$ cat config.mk
export PLATFORM = sky130hd
export DESIGN_NAME = write_back_stage
export DESIGN_NICKNAME = d
export VERILOG_FILES = /design/src/rtl/write_back_stage.sv
export SDC_FILE = /design/constraint.sdc
export NUM_CORES = 1
export LEC_CHECK = 0
export CORE_MARGIN = 5
export CORE_UTILIZATION = 25
export CTS_CLUSTER_SIZE = 8
export DETAILED_ROUTE_END_ITERATION = 12
export GPL_TIMING_DRIVEN = 1
export PLACE_DENSITY = 0.7
export SLEW_MARGIN = 20
export SYNTH_ARGS = -nofsm -noshare
export SYNTH_HDL_FRONTEND = slang
export SYNTH_SLANG_ARGS = --single-unit
$ cat constraint.sdc
create_clock -name iClk -period 1.5 [get_ports iClk]
set_input_delay 0.15 -clock iClk [delete_from_list [all_inputs] [get_ports iClk]]
set_output_delay 0.15 -clock iClk [all_outputs]
set_load 0.02 [all_outputs]
$ cat src/rtl/write_back_stage.sv
// Write-back stage: selects ALU/load/LLW/LHW/CALL data and emits a one-cycle register-file write.
// Optional load timeout enabled by defining WB_MEM_TIMEOUT_EN.
module write_back_stage #(
  parameter int DATA_W  = 32,
  parameter int REG_AW  = 5,
  parameter int TIMEOUT = 15
) (
  input  logic              iClk,
  input  logic              iRstN,
  input  logic              iValid,
  output logic              oReady,
  input  logic              iRegWrite,
  input  logic              iCallCmd,
  input  logic [1:0]        iWbSel,
  input  logic [REG_AW-1:0] iDestReg,
  input  logic [DATA_W-1:0] iAluResult,
  input  logic [DATA_W-1:0] iRegOld,
  input  logic [DATA_W-1:0] iPcNext,
  input  logic [DATA_W-1:0] iMemData,
  input  logic              iMemValid,
  output logic              oRegWe,
  output logic [REG_AW-1:0] oRegAddr,
  output logic [DATA_W-1:0] oRegData,
  output logic              oMemErr
);

  localparam int HALF = DATA_W / 2;
  localparam logic [1:0] SEL_ALU  = 2'b00;
  localparam logic [1:0] SEL_LOAD = 2'b01;
  localparam logic [1:0] SEL_LLW  = 2'b10;
  localparam logic [1:0] SEL_LHW  = 2'b11;

  typedef enum logic [1:0] {
    IDLE     = 2'd0,
    WAIT_MEM = 2'd1,
    WRITE    = 2'd2
  } wbState_t;

  wbState_t          stateReg, stateNext;
  logic              regWeReg, regWeNext;
  logic [REG_AW-1:0] regAddrReg, regAddrNext;
  logic [DATA_W-1:0] regDataReg, regDataNext;
  logic              pendWeReg, pendWeNext;
  logic [REG_AW-1:0] pendAddrReg, pendAddrNext;

  logic              accept;
  logic              isLoad;
  logic              doWrite;
  logic [REG_AW-1:0] wrAddr;
  logic [DATA_W-1:0] selData;

`ifdef WB_MEM_TIMEOUT_EN
  localparam int CNT_W = (TIMEOUT > 1) ? $clog2(TIMEOUT) : 1;
  logic [CNT_W-1:0] waitCntReg, waitCntNext;
  logic             memErrReg, memErrNext;
`endif

  assign oReady = (stateReg != WAIT_MEM);
  assign accept = iValid && oReady;

  // CALL overrides the select, so a CALL is never treated as a load.
  assign isLoad  = !iCallCmd && (iWbSel == SEL_LOAD);
  assign doWrite = iCallCmd || (iRegWrite && (iDestReg != '0));
  assign wrAddr  = iCallCmd ? {REG_AW{1'b1}} : iDestReg;

  always_comb begin
    selData = iAluResult;
    if (iCallCmd) begin
      selData = iPcNext;
    end else begin
      case (iWbSel)
        SEL_ALU: selData = iAluResult;
        SEL_LLW: selData = {iRegOld[DATA_W-1:HALF], iAluResult[HALF-1:0]};
        SEL_LHW: selData = {iAluResult[HALF-1:0], iRegOld[HALF-1:0]};
        default: selData = iAluResult;
      endcase
    end
  end

  always_comb begin
    stateNext    = stateReg;
    regWeNext    = 1'b0;
    regAddrNext  = regAddrReg;
    regDataNext  = regDataReg;
    pendWeNext   = pendWeReg;
    pendAddrNext = pendAddrReg;
`ifdef WB_MEM_TIMEOUT_EN
    waitCntNext  = waitCntReg;
    memErrNext   = 1'b0;
`endif
    case (stateReg)
      IDLE, WRITE: begin
        stateNext = IDLE;
        if (accept) begin
          if (isLoad) begin
            stateNext    = WAIT_MEM;
            pendWeNext   = doWrite;
            pendAddrNext = wrAddr;
`ifdef WB_MEM_TIMEOUT_EN
            waitCntNext  = '0;
`endif
          end else begin
            stateNext = WRITE;
            regWeNext = doWrite;
            if (doWrite) begin
              regAddrNext = wrAddr;
              regDataNext = selData;
            end
          end
        end
      end
      WAIT_MEM: begin
        // Data arriving on the final counted cycle still wins over the timeout.
        if (iMemValid) begin
          stateNext = WRITE;
          regWeNext = pendWeReg;
          if (pendWeReg) begin
            regAddrNext = pendAddrReg;
            regDataNext = iMemData;
          end
`ifdef WB_MEM_TIMEOUT_EN
        end else if (waitCntReg == CNT_W'(TIMEOUT - 1)) begin
          stateNext  = IDLE;
          memErrNext = 1'b1;
        end else begin
          waitCntNext = waitCntReg + 1'b1;
`endif
        end
      end
      default: stateNext = IDLE;
    endcase
  end

  always_ff @(posedge iClk or negedge iRstN) begin
    if (!iRstN) begin
      stateReg    <= IDLE;
      regWeReg    <= 1'b0;
      regAddrReg  <= '0;
      regDataReg  <= '0;
      pendWeReg   <= 1'b0;
      pendAddrReg <= '0;
    end else begin
      stateReg    <= stateNext;
      regWeReg    <= regWeNext;
      regAddrReg  <= regAddrNext;
      regDataReg  <= regDataNext;
      pendWeReg   <= pendWeNext;
      pendAddrReg <= pendAddrNext;
    end
  end

`ifdef WB_MEM_TIMEOUT_EN
  always_ff @(posedge iClk or negedge iRstN) begin
    if (!iRstN) begin
      waitCntReg <= '0;
      memErrReg  <= 1'b0;
    end else begin
      waitCntReg <= waitCntNext;
      memErrReg  <= memErrNext;
    end
  end

  assign oMemErr = memErrReg;
`else
  logic unusedTimeout;
  assign unusedTimeout = (TIMEOUT != 0);
  assign oMemErr       = 1'b0;
`endif

  assign oRegWe   = regWeReg;
  assign oRegAddr = regAddrReg;
  assign oRegData = regDataReg;

endmodule
## Word level (Yosys, flattened, before mapping)

Index checks and enable logic that the tools add are counted.

| word-level totals | value |
|---|---|
| ROM bits | 0 |
| flip-flop bits (word level) | 46 |
| input port bits | 141 |
| bits in writable memories | 0 |
| output and inout port bits | 40 |
| latch bits | 0 |
| memories | 0 |

| cells by class | value |
|---|---|
| reduce and logical (&&, ||, !) cells | 11 |
| shift operators | 0 |
| bitwise operators | 0 |
| div/mod/pow operators | 0 |
| eq/ne operators | 11 |
| mux-type cells | 23 |
| add/sub/neg operators | 0 |
| order comparisons | 0 |
| multiply operators | 0 |

Operators by type and width:

| cell | number |
|---|---|
| 32-bit two-way mux | 6 |
| 32-bit case mux with 2 select lines | 2 |
| 5-bit two-way mux | 6 |
| 2-bit inequality test (second input constant) | 5 |
| 5-bit case mux with 2 select lines | 1 |
| 2-bit equality test (second input constant) | 3 |
| 2-bit two-way mux | 3 |
| 6-bit AND reduction | 1 |
| 5-bit nonzero test | 1 |
| 2-bit by 1-bit equality test with 1-bit output (second input constant) | 2 |
| 2-bit case mux with 2 select lines | 1 |
| 1-bit logical AND | 3 |
| 1-bit two-way mux | 3 |
| 3-bit AND reduction | 1 |
| 2-bit logical NOT | 1 |
| 2-bit by 1-bit inequality test with 1-bit output (second input constant) | 1 |
| 1-bit case mux with 2 select lines | 1 |
| 2-bit nonzero test | 1 |
| 2-bit OR reduction | 1 |
| 1-bit logical NOT | 1 |
| 1-bit logical OR | 1 |

## Depth between registers and ports, before layout

Gate-level depths: netlist of run 1.

| logic depth | value |
|---|---|
| depth after elaboration | 7 |
| mapped depth | 7 |
| gate-level depth less buffers | 5 |

## Least setup slack after synthesis of run 1

OpenSTA, ideal clock, no wires.

| timing | value |
|---|---|
| path type | flip-flop to flip-flop |
| from | register stateReg[0] |
| to | register regAddrReg[0], in the netlist oRegAddr[0] |
| slack | -89 ps |
| stages on the path, launching flop included | 8 |
| arrival | 1524 ps |
| data required time | 1435 ps |
| library setup time | 65 ps |
| path through | dfrtp_1 > nor2b_1 > inv_1 > clkbuf_1 > clkbuf_1 > o21ai_0 > nand2_1 > mux2_2 |

| between the ends | value |
|---|---|
| cells in the longest elaborated chain, start to end | 4 |

RTL lines:

| what | line | RTL |
|---|---|---|
| start, declared | 39 | `wbState_t stateReg, stateNext;` |
| start signal, assigned | 143 | `stateReg <= stateNext;` |
| 2-bit by 1-bit inequality test with 1-bit output | 58 | `assign oReady = (stateReg != WAIT_MEM);` |
| via oReady | 11 | `output logic oReady,` |
| 1-bit logical AND | 59 | `assign accept = iValid && oReady;` |
| 2-bit inequality test (no line) | n/a |  |
| 6-bit AND reduction (no line) | n/a |  |
| end signal, assigned | 145 | `regAddrReg <= regAddrNext;` |
| end, declared | 41 | `logic [REG_AW-1:0] regAddrReg, regAddrNext;` |

The timed path passes the listed nets, and every way through them passes these cells.
A chain may end at the register's enable or synchronous reset.

## Worst setup path in the final report of run 1

| timing | value |
|---|---|
| from | register stateReg[0] |
| to | register regAddrReg[2], in the netlist oRegAddr[2] |

| between the ends | value |
|---|---|
| cells in the longest elaborated chain, start to end | 4 |

RTL lines:

| what | line | RTL |
|---|---|---|
| 2-bit equality test (tied with other cells) | 91 | `case (stateReg)` |
| 2-bit OR reduction or 1-bit logical AND (tied branches) | 91, 59 |  |
| 2-bit inequality test (no line) or 2-bit nonzero test (tied branches) | n/a |  |
| 6-bit AND reduction (no line) | n/a |  |

Several ways; a longest one is shown, not always the timed one.

==> results of run 1 <==
[worst max-delay path, cell delays in order, from the launching register on]
cell and delay [ps]:
dfrtp_1 370, nor2b_4 180, buf_6 120, clkinvlp_4 120, buf_6 170, buf_12 150
o21ai_0 70, nand2_1 80, mux2_2 260
[final cells by class]
cell class,instances,area (µm²),share of cell area
Tap cell,147,184,0.0315
Clock inverter,3,18.8,0.00322
Inverter,3,15.0,0.00258
Clock buffer,5,125,0.0215
Timing Repair Buffer,230,2420,0.414
Sequential cell,46,1150,0.197
Multi-Input combinational cell,250,1920,0.329
[kinds of logic after synthesis]
group                  synth area share
AO/OA/AOI/OAI                     0.213
buffers and inverters            0.0531
flip-flops                        0.378
multiplexers                      0.232
other                           0.00123
AND/OR/NAND/NOR                   0.123
[registers in the layout (all words and copies together), names as in the netlist]
| register | cells |
|---|---|
| pendWeReg | 1 |
| stateReg | 2 |
| oRegData | 32 |
| oRegWe | 1 |
| oRegAddr | 5 |
| pendAddrReg | 5 |
[path summary, 6_finish.rpt]
| kind | startpoint | to | cells after the start |
|---|---|---|---|
| max | stateReg[0] | oRegAddr[2] | 8 |
| min | iDestReg[2] | pendAddrReg[2] | 2 |
| max reg2reg | stateReg[0] | oRegAddr[2] | 8 |
| min reg2reg | oRegData[5] | oRegData[5] | 1 |
| max in group asynchronous | iRstN | stateReg[1] | 3 |
| min in group asynchronous | iRstN | oRegData[17] | 3 |
[per-stage QoR]
stage / std cells / hold slack (ps) / TNS [ps] / area, µm²
global route: 684 / 258 / -6380 / 5830
detailed placement: 661 / 150 / -20290 / 5220
finish: 684 / 236 / -3970 / 5830
CTS: 682 / 239 / -3160 / 5700
global placement: 661 / 155 / -19870 / 5220
floorplan: 329 / -146 / -595 / 3050
[power by group]
group	internal [W]	leakage (nW)	total (W)	switching (W)
registers	0.00152	0.537	0.00168	0.000164
clock network	0.000618	0.0740	0.00110	0.000482
logic	0.00134	1.87	0.00228	0.000942
[placed cells by master, fill, tap and decap left out, types with 13 or more instances in the layout]
cell / n
o21ai_0: 13
dfrtp_1: 46
a21oi_1: 32
nor2_1: 16
mux2_4: 26
a211o_1: 16
o21ai_2: 16
buf_4: 26
nand2_1: 29
mux2i_1: 16
mux2_2: 16
nor2_2: 15
clkdlybuf4s50_1: 169
a211oi_1: 16
and3_1: 16
[routing by layer]
layer  share of wire  up-vias
met5               0        -
met4           0.018        0
met1            0.41     1623
met2            0.50      143
li1                -     1601
met3           0.072       20
[timing repair]
action	4_1_cts	5_1_grt
buffers inserted	8	1
resized for setup	76	31
hold buffers	1	0
cloned	5	1
pin swaps	9	8
setup endpoints to repair	38	38
endpoints found under the hold margin	46	0
==> results.toml, run 1 <==
[worst_hold_path]
min_path_type = "in2reg"

[power]
ir_drop_mv = 0.447
cellLeakagePower_nw = 2.48
total_power_w = 0.00506
power.density_nw_per_um2 = 868

[cts]
cts_inserted_buffers = 5
ctsHtreeMaxLevel = 2
tritoncts_clock_tree = "done"
clkSlewWorstSetupHoldPaths_ps = 70
clockBufferDepth = 2
clk_latency_ps = 290
cts.root.buffer_cell = "clkbuf_16"
clock_sink_count = 46

[finish]
nFillCells = 1120
num-nets-final = 677
antennaDiodeCount = 0
layout-drive-gt1-share = 0.272
area.growth.synth_to_final_pct = 91.7
utilization = 0.487

[die]
rows = 40
die_h_um = 120
dieArea_um2 = 14500
design.portCount = 181
initial_utilization = 0.254
chipWidth_um = 120
core-area_um2 = 12000

[synthesis]
synthTopCellsByCount = "dfrtp_1, o21ai_0, a21oi_1"
synth_most_common_cell = "dfrtp_1"
synth_top_area_cell = "dfrtp_1"
mean_area_per_synthesized_cell_um2 = 9.25
synth_warnings = 0
yosys_most_used_dff = "dfrtp_1"
synthesis.area_um2 = 3040
yosys-top-cells-area = "dfrtp_1, mux2_4, mux2_2"
synth_edf_count = 0
synth_seq_area_share = 0.378
ys_types = 27
synth_seq_cells = 46
synth.top_cell.area_share = 0.378
postSynth.asyncResetShare = 1.00
synth.net_count = 470
post_syn_instances = 329

[sta]
finalCriticalPeriod_ps = 1640
layout_setup_ws_ps = -138
final_hold_viols = 0
grt_setup_unrepaired = "yes"
report.final.slew_viol_count = 0
timing.clock.skew_ps = 4.11
timing.fmax_ghz = 0.610
timing.final.setup_violations = 38
post-route-period-util = 1.09

[critical_path]
path_max_fanout = 10
path_class = "reg2reg"
critPathRequiredTime_ps = 1670
critical_path_arrival_ps = 1810
cp-start-kind = "flop"
setup.reg_to_reg.worst_slack_ps = -140
worst_setup_path_end_kind = "flop"

[detailed_routing]
drcViolationCount = 0
routed_wirelength_mm = 13.7
post_drt_antenna_nets = 0
firstDrtPassIters = 5
via_cell_ratio = 4.95
final_routed_wire_length_divided_by_cell_count_um = 20.0
vias = 3387
drtIter0Drc = 168

[run_status]
failed_checks = "negative setup slack"
status = "finished, violations left"

[global_routing]
grt.met2_usage = 0.317
grt_remaining_overflow = 0
groute.usage.overall = 0.179
groute.layer.met1.usage = 0.220
grt_max_degree = 37
grt_most_used_layer = "met2"
grt.met3_usage = 0.0402
global_route_wire_length_before_repair_mm = 20.1
first_global_vias = 3625
grt_antenna_before_repair = 0

[run]
max_cap_violations = 0

[place]
placement.io_buffers = 179
gp_congestion = 0.832
place.detailed.hpwl_mm = 10.5
worst_slack_placed_ps = -520
No activity file was read; power rests on OpenSTA's default activity.
==> inputs of run 2 (changes only) <==
ABC_AREA = 1   (was not set)
PLACE_DENSITY = 0.69   (was 0.7)
SLEW_MARGIN = 10   (was 20)
==> results.toml, run 2 <==
[synthesis]
yosys-top-cells-area = "dfrtp_1, nand2_1, nand3_1"
post_syn_instances = 522
synth_seq_cells = 46
synth_most_common_cell = "nand2_1"
synth.net_count = 663
postSynth.asyncResetShare = 1.00
ys_types = 23
synth_top_area_cell = "dfrtp_1"
synth_warnings = 0
synth_seq_area_share = 0.349
synthesis.area_um2 = 3300
synth_edf_count = 0
synthTopCellsByCount = "nand2_1, nand3_1, dfrtp_1"
synth.top_cell.area_share = 0.349
mean_area_per_synthesized_cell_um2 = 6.31
yosys_most_used_dff = "dfrtp_1"

[sta]
report.final.slew_viol_count = 0
timing.fmax_ghz = 0.686
final_hold_viols = 0
timing.final.setup_violations = 0
grt_setup_unrepaired = "no"
timing.clock.skew_ps = 8.66
post-route-period-util = 0.972
finalCriticalPeriod_ps = 1460
fin_setup_tns_ps = 0

[die]
rows = 42
initial_utilization = 0.252
dieArea_um2 = 15600
core-area_um2 = 13100
die_h_um = 125
design.portCount = 181
chipWidth_um = 125

[finish]
utilization = 0.426
largest_reg_flops = 32
layout.cells.most_common_list = "nand2_1, clkdlybuf4s50_1, nand3_1"
layout-drive-gt1-share = 0.0810
area.growth.synth_to_final_pct = 69.1
num-nets-final = 844
leading_cell_type_in_the_layout_fill_and_taps_excluded = "nand2_1"
nFillCells = 1361

[global_routing]
grt_antenna_before_repair = 1
grt_remaining_overflow = 0
groute.usage.overall = 0.175
first_global_vias = 3981
grt_max_degree = 38
global_route_wire_length_before_repair_mm = 22.0

[critical_path]
cp-start-kind = "flop"
path_max_fanout = 2
critical-path-max-stage-delay_ps = 660
worst_setup_path_end_kind = "output pin"
worstPathBufferInverterCount = 1
critPathRequiredTime_ps = 1350
path_class = "reg2out"
critical-path-slowest-cell = "clkdlybuf4s50_1"
critical_path_arrival_ps = 1310
path_delay_family = "buffers and inverters"
worstPathCellList = "clkdlybuf4s50_1"

[detailed_routing]
firstDrtPassIters = 5
routed_wirelength_mm = 13.9
vias = 4002
via_cell_ratio = 4.54
drtIter0Drc = 315
drcViolationCount = 0
final_routed_wire_length_divided_by_cell_count_um = 15.8
post_drt_antenna_nets = 0

[power]
power.share.sequential = 0.350
ir_drop_mv = 0.505
cellLeakagePower_nw = 2.63
power_frac_comb = 0.410
p_int_w = 0.00309
net-switching-power_w = 0.00156
power.share.switching = 0.336
power.clock.fraction = 0.241
power.density_nw_per_um2 = 834

[run_status]
status = "finished, final reports clean"

[cts]
tritoncts_clock_tree = "done"
cts_inserted_buffers = 5
clk_latency_ps = 290
clockBufferDepth = 2
postCtsSetupRepairBufs = 0
clkSlewWorstSetupHoldPaths_ps = 70
cts.root.buffer_cell = "clkbuf_16"
ctsHtreeMaxLevel = 2
clock_sink_count = 46

[place]
gp_congestion = 0.832
placement.io_buffers = 179
place.detailed.hpwl_mm = 11.0

[run]
max_cap_violations = 0

[worst_hold_path]
min_path_type = "in2async"
==> run 2: cell types whose count changed after synthesis, moves of 19 or more <==
cell | before | now
mux2_2 | 23 | 0
nand3_1 | 0 | 119
nor2_1 | 32 | 11
inv_1 | 3 | 24
a21oi_1 | 33 | 3
mux2_4 | 19 | 0
nand2_1 | 29 | 209
==> run 2: logic make-up after synthesis <==
| logic type | count (synthesis) | share of synthesized area |
|---|---|---|
| buffers and inverters | 67 | 0.103 |
| AOI/OAI and AO/OA | 48 | 0.0744 |
| DFF | 46 | 0.349 |
| and+or+nand+nor | 360 | 0.472 |
| other | 1 | 0.00114 |
==> run 2: final cells by class <==
| class | count | area, µm² | area share |
|---|---|---|---|
| Sequential cell | 46 | 1150 | 0.207 |
| Timing Repair Buffer | 215 | 2150 | 0.385 |
| Clock inverter | 3 | 21.3 | 0.00382 |
| Tap cell | 176 | 220 | 0.0395 |
| Multi-Input combinational cell | 409 | 1810 | 0.325 |
| Clock buffer | 5 | 125 | 0.0224 |
| Antenna cell | 1 | 2.50 | 0.000449 |
| Inverter | 26 | 97.6 | 0.0175 |
==> run 2: path summary, 6_finish.rpt <==
check,to,startpoint,cells after the start,slack (ps)
min in group iClk,pendAddrReg[3],iCallCmd,4,450
hold / removal,oRegData[20],iRstN,2,360
setup / recovery,oRegData[12],oRegData[12],1,40
hold reg to reg,pendAddrReg[3],pendAddrReg[3],2,490
max in group asynchronous,oRegData[12],iRstN,3,630
setup reg to reg,oRegData[11],stateReg[0],8,170
==> run 2: power by group through the flow <==
stage / Clock (W) / Sequential (W) / Combinational (W)
2_1_floorplan: 0 / 0.00188 / 0.000601
3_3_place_gp: 0 / 0.00164 / 0.00191
3_5_place_dp: 0 / 0.00164 / 0.00193
4_1_cts: 0.00114 / 0.00163 / 0.00193
5_1_grt: 0.00117 / 0.00165 / 0.00208
6_report: 0.00112 / 0.00162 / 0.00190
==> run 2: through the flow <==
stage / setup slack (ps) / hold slack, ps / area, µm² / cells / total power [W]
floorplan: 238 / -146 / 3300 / 522 / 0.00248
global placement: -209 / 151 / 5410 / 871 / 0.00355
detailed placement: -227 / 135 / 5410 / 871 / 0.00357
CTS: 18.6 / 372 / 5570 / 880 / 0.00470
global route: 3.44 / 422 / 5570 / 881 / 0.00491
finish: 41.4 / 356 / 5570 / 881 / 0.00465
==> run 2: worst register-to-register path, cell delays in order, from the launching register on <==
cell     delay, ps
dfrtp_1        390
inv_1           70
nand2_1         60
a21oi_2        140
nand3_2        120
nand2_2        130
buf_4          220
nand2_1         80
nand2_1         50
==> run 2: per-layer routing <==
layer | global-route usage | wire length [µm]
met5 | 0 | 0
met4 | 0.0427 | 249
met3 | 0.0347 | 942
met2 | 0.285 | 6590
met1 | 0.238 | 6130
==> run 2: repair_timing <==
action / in CTS / in global routing
endpoints found under the hold margin: 18 / 0
setup endpoints to repair: 1 / 32
gates resized for setup: 1 / 2
hold buffers: 1 / 0
==> inputs of run 3 (changes only) <==
CORE_MARGIN = not set   (was 5)
==> results.toml, run 3 (synthesis results as in run 2) <==
[run_status]
status = "finished, final reports clean"

[die]
initial_utilization = 0.259
rows = 41
chipWidth_um = 117
dieArea_um2 = 13600
die_h_um = 117
design.portCount = 181
core-area_um2 = 12700

[critical_path]
critical_path_arrival_ps = 1270
worstPathBufferInverterCount = 1
critPathRequiredTime_ps = 1350
critical-path-max-stage-delay_ps = 620
path_delay_family = "buffers and inverters"
rr_worst_depth = 8
total_stage_count_of_the_critical_path = 1
worstPathCellList = "clkdlybuf4s50_1"
critical-path-slowest-cell = "clkdlybuf4s50_1"
cp-start-kind = "flop"
worst_setup_path_end_kind = "output pin"
path_class = "reg2out"
path_max_fanout = 2

[detailed_routing]
routed_wirelength_mm = 12.8
final_routed_wire_length_divided_by_cell_count_um = 14.6
vias = 3924
post_drt_antenna_nets = 0
via_cell_ratio = 4.46
drcViolationCount = 0
drtIter0Drc = 320
firstDrtPassIters = 6

[power]
cellLeakagePower_nw = 2.63
ir_drop_mv = 0.425
power.density_nw_per_um2 = 851

[cts]
cts_inserted_buffers = 5
clock_sink_count = 46
postCtsSetupRepairBufs = 0
cts.root.buffer_cell = "clkbuf_16"
clockBufferDepth = 2
ctsHtreeMaxLevel = 2
clkSlewWorstSetupHoldPaths_ps = 60
clk_latency_ps = 280
tritoncts_clock_tree = "done"

[worst_hold_path]
whs_path_depth = 3
min_path_type = "in2reg"

[finish]
fin_area_um2 = 5580
layout-drive-gt1-share = 0.0862
antennaDiodeCount = 0
layout.cells.most_common_list = "nand2_1, clkdlybuf4s50_1, nand3_1"
leading_cell_type_in_the_layout_fill_and_taps_excluded = "nand2_1"
largest_reg_flops = 32
num-nets-final = 848
area.growth.synth_to_final_pct = 69.2

[place]
place.detailed.hpwl_mm = 10.0
post_dp_cell_area_um2 = 5390
placement.io_buffers = 179
worst_slack_placed_ps = -197
gp_congestion = 0.887

[sta]
grt_setup_unrepaired = "no"
finalCriticalPeriod_ps = 1420
timing.final.setup_violations = 0
worst_slew_pin_slew_ps = 521
timing.fmax_ghz = 0.705
post-route-period-util = 0.945
final_hold_viols = 0
relSlewSlack = 0.653
report.final.slew_viol_count = 0
timing.clock.skew_ps = 3.79
layout_setup_ws_ps = 81.8

[global_routing]
grt_remaining_overflow = 0
first_global_vias = 3777
groute.usage.overall = 0.192
grt_max_degree = 47
global_route_wire_length_before_repair_mm = 19.9
grt_antenna_before_repair = 0

[run]
max_cap_violations = 0
[run 3: cell types whose count changed in the layout (fill, tap and decap cells not counted), sizes merged]
cell,change
bufinv,+1
clkdlybuf4s50,+1
clkinvlp,-1
clkbuf,+2
buf,+4
clkinv,-2
dlymetal6s2s,-1
diode,-1
[run 3: report_power, final]
part	switching [W]	internal [W]	total, W	leakage [nW]
Clock	0.000448	0.000788	0.00124	0.0781
Sequential	0.000136	0.00149	0.00162	0.559
Combinational	0.000905	0.000982	0.00189	2.00
Total	0.00149	0.00325	0.00474	2.63
[run 3: worst paths after layout]
path,start,endpoint,slack [ps]
hold reg to reg,pendAddrReg[3],pendAddrReg[3],490
max in group asynchronous,iRstN,oRegAddr[4],890
hold / removal,iCallCmd,pendAddrReg[3],340
min in group asynchronous,iRstN,oRegData[17],390
setup reg to reg,stateReg[1],oRegData[17],140
setup / recovery,oRegData[13],oRegData[13],80
[run 3: area by class of cell]
type	count	area (µm²)
Fill cell	1368	7150
Timing Repair Buffer	219	2130
Multi-Input combinational cell	409	1820
Sequential cell	46	1150
Tap cell	172	215
Clock buffer	7	133
Inverter	26	97.6
Clock inverter	1	30.0
[run 3: through the flow]
stage               utilization  total power, W  cells  TNS, ps  hold slack (ps)
finish                    0.438         0.00474    880        0              336
CTS                       0.437         0.00480    880        0              385
global route              0.438         0.00506    880        0              336
detailed placement        0.423         0.00353    871    -6550              158
global placement          0.423         0.00351    871    -6460              157
floorplan                     -         0.00248    522        0             -146
[run 3: repair_timing]
action                     4_1_cts  5_1_grt
setup endpoints to repair        1       37
hold endpoints to repair        46        0
resized for setup                1       13
pin swaps                        0        0
hold buffers                     1        0
[run 3: routing by layer]
metal | vias to the layer above | global-route usage | wire length [µm]
met2 | 111 | 0.331 | 6230
met5 | - | 0 | 0
met1 | 1764 | 0.254 | 5650
met3 | 6 | 0.0355 | 822
li1 | 2043 | - | -
met4 | 0 | 0.0312 | 115
